--- src/rtl/shift_out_register.sv ---
// shift_out_register: parallel-in, serial-out unloader.
// Captures an N-bit word on ld and streams it out LSB-first, one bit per
// accepted sout_valid/sout_ready handshake, then pulses done for one cycle.
// Optional feature: define PARITY_EN to append an even-parity bit after the
// data bits. With PARITY_EN undefined the frame is exactly N bits.
//
// Handshake: a bit transfers on a rising clk edge where sout_valid and
// sout_ready are both high. sout_valid never depends on sout_ready, and while
// sout_valid is high without sout_ready, sout and the internal state hold.
//
// dbg_state exposes the FSM state: 0=IDLE, 1=SHIFT, 2=PAR, 3=DONE.
module shift_out_register #(
  parameter int N = 8
) (
  input  logic         clk,
  input  logic         rst,
  input  logic [N-1:0] in,
  input  logic         ld,
  input  logic         init0,
  output logic         sout,
  output logic         sout_valid,
  input  logic         sout_ready,
  output logic         busy,
  output logic         done,
  output logic [1:0]   dbg_state
);

  // Counter only has to reach N-1, so $clog2(N) bits never wrap early.
  localparam int CNT_W = (N > 1) ? $clog2(N) : 1;
  localparam logic [CNT_W-1:0] CNT_LAST = CNT_W'(N - 1);

`ifdef PARITY_EN
  typedef enum logic [1:0] {
    S_IDLE  = 2'd0,
    S_SHIFT = 2'd1,
    S_PAR   = 2'd2,
    S_DONE  = 2'd3
  } state_t;
`else
  typedef enum logic [1:0] {
    S_IDLE  = 2'd0,
    S_SHIFT = 2'd1,
    S_DONE  = 2'd3
  } state_t;
`endif

  state_t           state_q, state_d;
  logic [N-1:0]     shreg_q, shreg_d;
  logic [CNT_W-1:0] cnt_q, cnt_d;
`ifdef PARITY_EN
  logic             par_q, par_d;
`endif

  logic             hs;

  // Next-state, datapath updates and outputs, all decoded from the current state.
  always_comb begin
    state_d    = state_q;
    shreg_d    = shreg_q;
    cnt_d      = cnt_q;
`ifdef PARITY_EN
    par_d      = par_q;
`endif
    sout       = 1'b0;
    sout_valid = 1'b0;
    busy       = 1'b0;
    done       = 1'b0;
    hs         = 1'b0;

    unique case (state_q)
      S_IDLE: begin
        if (init0) begin
          shreg_d = '0;
        end else if (ld) begin
          shreg_d = in;
          cnt_d   = '0;
`ifdef PARITY_EN
          par_d   = ^in;
`endif
          state_d = S_SHIFT;
        end
      end

      S_SHIFT: begin
        sout_valid = 1'b1;
        sout       = shreg_q[0];
        busy       = 1'b1;
        hs         = sout_ready;
        if (init0) begin
          // Abort: drop the partial word, no done pulse.
          shreg_d = '0;
          cnt_d   = '0;
          state_d = S_IDLE;
        end else if (hs) begin
          shreg_d = shreg_q >> 1;
          cnt_d   = cnt_q + CNT_W'(1);
          if (cnt_q == CNT_LAST) begin
`ifdef PARITY_EN
            state_d = S_PAR;
`else
            state_d = S_DONE;
`endif
          end
        end
      end

`ifdef PARITY_EN
      S_PAR: begin
        sout_valid = 1'b1;
        sout       = par_q;
        busy       = 1'b1;
        hs         = sout_ready;
        if (init0) begin
          shreg_d = '0;
          cnt_d   = '0;
          state_d = S_IDLE;
        end else if (hs) begin
          state_d = S_DONE;
        end
      end
`endif

      S_DONE: begin
        // ld is deliberately ignored here; a new word is only taken from IDLE.
        done    = 1'b1;
        state_d = S_IDLE;
        if (init0) begin
          shreg_d = '0;
        end
      end

      default: begin
        state_d = S_IDLE;
      end
    endcase
  end

  assign dbg_state = state_q;

  // State and datapath registers with synchronous active-high reset.
  always_ff @(posedge clk) begin
    if (rst) begin
      state_q <= S_IDLE;
      shreg_q <= '0;
      cnt_q   <= '0;
`ifdef PARITY_EN
      par_q   <= 1'b0;
`endif
    end else begin
      state_q <= state_d;
      shreg_q <= shreg_d;
      cnt_q   <= cnt_d;
`ifdef PARITY_EN
      par_q   <= par_d;
`endif
    end
  end

endmodule

--- config.mk ---
export PLATFORM = sky130hd
export DESIGN_NAME = shift_out_register
export DESIGN_NICKNAME = d
export VERILOG_FILES = /design/src/rtl/shift_out_register.sv
export SDC_FILE = /design/constraint.sdc
export NUM_CORES = 1
export LEC_CHECK = 0
export CORE_UTILIZATION = 43
export DETAILED_ROUTE_END_ITERATION = 10
export PLACE_DENSITY = 0.85
export SLEW_MARGIN = 10
export SYNTH_ARGS = -nofsm -noshare
export SYNTH_HDL_FRONTEND = slang
export SYNTH_SLANG_ARGS = --single-unit
export TNS_END_PERCENT = 50
--- constraint.sdc ---
create_clock -name clk -period 1.1 [get_ports clk]
set_input_delay 0.11 -clock clk [delete_from_list [all_inputs] [get_ports clk]]
set_output_delay 0.11 -clock clk [all_outputs]
set_load 0.02 [all_outputs]
==> flow_metrics.tcl, run 1 <==
set metrics [dict create \
    relSlewSlack 0.7526 \
    cpMaxStageDelayCell "or3b_4" \
    fmax_mhz 761.2 \
    start_util 0.4874 \
    grt_max_degree 16 \
    hold_depth 3 \
    worstSkewPairLatency_ns 0.27 \
    yosys_warnings 0 \
    first_iter_violations 12 \
    dp_cells 142 \
    fp-row-count 14 \
    clk_pin_slew_ns 0.08 \
    yosysTopAreaCell "dfxtp_1" \
    place_area_um2 1101 \
    cellPowerDensity_nw_per_um2 839.7 \
    cts_root_buffer "clkbuf_4" \
    timing.final.ws_setup_ns -0.2136 \
    synth_top_flop_cell "dfxtp_1" \
    nFillCells 118 \
    grt_pass1_vias 783 \
    route.detailed.drc 0 \
    dieHeight_um 44.51 \
    ioPinCount 19 \
    cp_max_fo 5 \
    totalWireLength_um 2053 \
    power.leakage_nw 0.4783 \
    crit_arrival_ns 1.52 \
    peakVddDrop_uv 858.2 \
    core_um2 1594 \
    rsz0062_at_grt "yes" \
    num_antenna_cells 0 \
    timing.rr.end "cnt_q[1]" \
    cts_buffer_depth 2 \
    final_area_um2 1204 \
    finalWeightedCongestion 0.7919 \
    hold_end "shreg_q[7]" \
    max_stage_delay_ns 0.38 \
    rr_startpoint "dbg_state[0]" \
    reg2reg_depth 4 \
    hold_start "in[7]" \
    hold_ws_ns 0.4273 \
    fin_worst_skew_ns 0.001800 \
    syn_nets 105 \
    synth_cells 90 \
    hold_viol_final 0 \
    drive_above_1_share 0.3629 \
    netlist_area_um2 777.0 \
    synth_area_leaders "dfxtp_1, o211ai_1, and3b_1" \
    syn2layout_area_growth_pct 54.91 \
    endpoint_kind "flop" \
    finalCritPeriodShare 1.194 \
    syn_avg_cell_area_um2 8.633 \
    cp.buffers_inverters 1 \
    worst_setup_path_start_kind "flop" \
    ctsHtreeMaxLevel 1 \
    place_ws_ns -0.4669 \
    grt_usage 0.2193 \
    instances_no_fill 148 \
    ys_types 28 \
    synth_seq_cells 13 \
    worstPathRequired_ns 1.31 \
    critical_path_class "flop to flop" \
    outcome "finished with violations" \
    io_buffers 18 \
    numCtsBuffers 3 \
    finalPower_mw 1.011 \
    antenna_found_initial 0 \
    yosysMostFrequentCell "dfxtp_1" \
    fin_util 0.7551 \
    ant_nets 0 \
    period_needed_ns 1.314 \
    ys_seq_area_frac 0.3349 \
    overflow 0 \
    fin_setup_tns_ns -2.014 \
    critical_path.cell_chain "buf_6, or3b_4, a21oi_4, mux2i_1" \
    cts_tree "built" \
    dieArea_um2 1981 \
    fin_nets 140 \
    dp_hpwl_um 1371 \
    synth_top_cells_by_count "dfxtp_1, nand2_1, nor2b_1" \
    avgViaCountPerCell 5.291 \
    post_drt_wl_per_cell_um 13.87 \
    maxCapViolations 0 \
    finalSetupViolations 14 \
    synth-edff-count 0 \
    clock_sinks 13 \
    num_vias 783 \
    slew_violations 0 \
    drt_pass1_iterations 4 \
    grt_pass1_wl_um 3249 \
    hold_class "primary input to flop" \
    die_w_um 44.51 \
    regToRegSetupSlack_ns -0.21 \
    cts.hold.buffers_added 0 \
    violations "setup timing" \
    yosysTopAreaCellShare 0.3349 \
    cp.depth 4 \
    async_flop_share 0 \
    tightest_slew_ns 0.3672 \
    path_delay_family "simple AND/OR/NAND/NOR gates" \
]
-- per-layer routing --
metal	routed length [µm]	vias to the layer above	GRT usage
met1	917	375	0.2691
met4	0	0	0.04848
li1	-	396	-
met2	1080	12	0.3794
met3	55	0	0.06122
met5	0	-	0
-- state kept, by name, indices dropped and copies added (netlist names) --
name	count
cnt_q	3
dbg_state	2
shreg_q	8
-- logic make-up (layout without fill, tap and decap cells) --
group | after synthesis | after routing | synth area share
adders and majority gates | 2 | 2 | 0.03220
muxes | 5 | 5 | 0.06602
and+or+nand+nor | 44 | 44 | 0.3430
AOI/OAI and AO/OA | 20 | 20 | 0.1884
DFF | 13 | 13 | 0.3349
buffers and inverters | 6 | 40 | 0.03542
-- worst register-to-register path, cell delays in order, from the launching register on --
cell and delay (ns):
dfxtp_4 0.36, buf_6 0.12, or3b_4 0.38, a21oi_4 0.19
mux2i_1 0.21
-- layout make-up --
class	instances	area [µm²]	area share
clock buffers	4	26.28	0.02183
inverters	1	3.754	0.003119
multi-input cells	71	551.8	0.4584
repair buffers	35	324.1	0.2692
flip-flops and latches	13	267.8	0.2225
well taps	24	30.03	0.02495
-- power by group --
group,leakage [nW],internal [mW],switching [mW]
clock,0.0150,0.141,0.158
sequential,0.107,0.479,0.00972
combinational,0.356,0.126,0.0974
total,0.478,0.746,0.265
-- cells in the final DEF (no fill, tap or decap), types with 2 or more instances in the layout --
cell,instances
and3b_1,6
and2_4,2
o211ai_1,7
nand2_1,9
nand3_2,4
buf_4,14
nand3_1,3
clkbuf_4,3
ha_1,2
mux2i_1,3
clkdlybuf4s50_1,12
dfxtp_4,2
dfxtp_1,11
buf_6,7
nand2b_1,5
a31oi_1,6
nor2b_1,7
-- worst max path at each step --
stage                  from       end  slack (ns)
4_1_cts        dbg_state[0]  cnt_q[1]       -0.22
2_1_floorplan  dbg_state[0]  cnt_q[0]       -0.07
3_5_place_dp          init0  cnt_q[1]       -0.47
3_3_place_gp          init0  cnt_q[0]       -0.33
6_report       dbg_state[0]  cnt_q[1]       -0.21
5_1_grt        dbg_state[0]  cnt_q[1]       -0.29
-- timing repair --
| action | in CTS | in global routing |
|---|---|---|
| hold endpoints to repair | 0 | 0 |
| gates cloned | 0 | 0 |
| gates resized for setup | 37 | 12 |
| setup buffers | 1 | 1 |
| pin swaps | 5 | 9 |
| endpoints found under the setup margin | 19 | 16 |
No activity file was read; power rests on OpenSTA's default activity.
==> run 2, diff against run 1 <==
CORE_MARGIN = 3   (was not set)
TNS_END_PERCENT = not set   (was 50)
==> flow_metrics.tcl, run 2 (synthesized netlist as in run 1, its figures left out) <==
set metrics [dict create \
    power.internal_uw 761.4 \
    fin_setup_tns_ns -2.865 \
    fin_util 0.7998 \
    outcome "finished with violations" \
    worst_setup_path_start_kind "flop" \
    timing.final.ws_setup_ns -0.2379 \
    cts_buffer_depth 2 \
    cp-startpoint "dbg_state[0]" \
    tightest_slew_ns 0.3808 \
    grt_pass1_vias 866 \
    totalWireLength_um 2454 \
    place_ws_ns -0.3749 \
    avgViaCountPerCell 5.711 \
    fmax_mhz 747.4 \
    crit_arrival_ns 1.54 \
    cpMaxStageDelayCell "dfxtp_4" \
    cts_root_buffer "clkbuf_4" \
    die_w_um 48.51 \
    final_cell_mix "buf_4, clkdlybuf4s50_1, dfxtp_1" \
    pwr-share-seq 0.470 \
    place_area_um2 1112 \
    ant_nets 0 \
    timing.rr.end "shreg_q[4]" \
    power.leakage_nw 0.5066 \
    drive_above_1_share 0.3828 \
    instances_no_fill 152 \
    rr_startpoint "dbg_state[0]" \
    hold_class "primary input to flop" \
    slew_violations 0 \
    grt_max_degree 16 \
    cp-endpoint "shreg_q[4]" \
    regMostFlops "shreg_q" \
    maxCapViolations 0 \
    post_drt_wl_per_cell_um 16.14 \
    critical_path_class "flop to flop" \
    route.detailed.drc 0 \
    rsz0062_at_grt "yes" \
    clock_sinks 13 \
    worstSkewPairLatency_ns 0.28 \
    clkPwrFrac 0.290 \
    io_buffers 18 \
    dieHeight_um 48.51 \
    violations "setup timing" \
    dieArea_um2 2353 \
    core_um2 1594 \
    power_frac_comb 0.240 \
    num_vias 868 \
    multiInputGateArea_um2 571.8 \
    syn2layout_area_growth_pct 64.09 \
    final_area_um2 1275 \
    cp_max_fo 15 \
    crit_top_cell "buf_4" \
    first_iter_violations 19 \
    largest_register_ffs 8 \
    critical_path.cell_chain "buf_4, buf_4, a21boi_2, buf_4, nand2_1, a31oi_1" \
    worstPathRequired_ns 1.30 \
    dp_cells 141 \
    numCtsBuffers 3 \
    dp_hpwl_um 1422 \
    period_needed_ns 1.338 \
    seq_area_um2 267.8 \
    finalCritPeriodShare 1.216 \
    drt_pass1_iterations 6 \
    switching_share 0.2710 \
    cellPowerDensity_nw_per_um2 819.1 \
    fp-row-count 14 \
    peakVddDrop_uv 683.6 \
    cts_tree "built" \
    fin_nets 144 \
    finalSetupViolations 17 \
    clk_pin_slew_ns 0.08 \
    reg2reg_depth 6 \
    relSlewSlack 0.7458 \
    nFillCells 101 \
    fin_worst_skew_ns 0.002739 \
    endpoint_kind "flop" \
    ctsHtreeMaxLevel 1 \
    ioPinCount 19 \
    grt_pass1_wl_um 3912 \
    hold_viol_final 0 \
    overflow 0 \
    max_stage_delay_ns 0.36 \
    antenna_found_initial 0 \
    p_switching_uw 283.0 \
    layout_commonest_cell "buf_4" \
    regToRegSetupSlack_ns -0.24 \
    num_antenna_cells 0 \
    start_util 0.4874 \
    cts.hold.buffers_added 0 \
    finalWeightedCongestion 0.7917 \
    grt_usage 0.2081 \
]
-- run 2: metrics by stage --
stage | power [mW] | hold slack (ns)
detailed placement | 0.7059 | 0.4678
global placement | 0.7012 | 0.4565
global route | 1.095 | 0.4649
CTS | 1.024 | 0.4137
finish | 1.044 | 0.4488
floorplan | 0.5964 | 0.2195
-- run 2: area by class of cell --
type / instances / share of cell area
clock buffers: 4 / 0.02061
inverters: 1 / 0.002944
multi-input cells: 71 / 0.4485
flip-flops and latches: 13 / 0.2100
well taps: 24 / 0.02355
repair buffers: 39 / 0.2944
-- run 2: worst min path at each step --
stage | startpoint | endpoint | cells after the start
2_1_floorplan | ld | dbg_state[0] | 1
3_3_place_gp | shreg_q[7] | shreg_q[7] | 2
3_5_place_dp | shreg_q[7] | shreg_q[7] | 2
4_1_cts | in[7] | shreg_q[7] | 3
5_1_grt | in[7] | shreg_q[7] | 3
6_report | in[7] | shreg_q[7] | 3
-- run 2: worst max-delay path, delay by kind of cell, from the launching register on --
kind | cells | cell delay (ns)
DFF | 1 | 0.36
AOI/OAI and AO/OA | 2 | 0.36
buffers and inverters | 3 | 0.48
and+or+nand+nor | 1 | 0.06
-- run 2: layer usage --
layer / share of wire / up-vias / GRT usage
met4: 0.044 / 0 / 0.09953
li1: - / 404 / -
met3: 0.055 / 12 / 0.06135
met1: 0.41 / 418 / 0.2406
met2: 0.49 / 34 / 0.3509
met5: 0 / - / 0
-- run 2: repair_timing --
action	CTS	global route
resized for setup	39	10
setup buffers	3	4
pin swaps	17	6
setup endpoints to repair	18	18
-- run 2: power groups by stage --
| stage | registers [mW] | clock network (mW) | logic, mW |
|---|---|---|---|
| finish | 0.491 | 0.303 | 0.251 |
| global route | 0.492 | 0.336 | 0.267 |
| CTS | 0.490 | 0.307 | 0.227 |
| detailed placement | 0.500 | 0 | 0.206 |
| global placement | 0.499 | 0 | 0.202 |
| floorplan | 0.500 | 0 | 0.0959 |
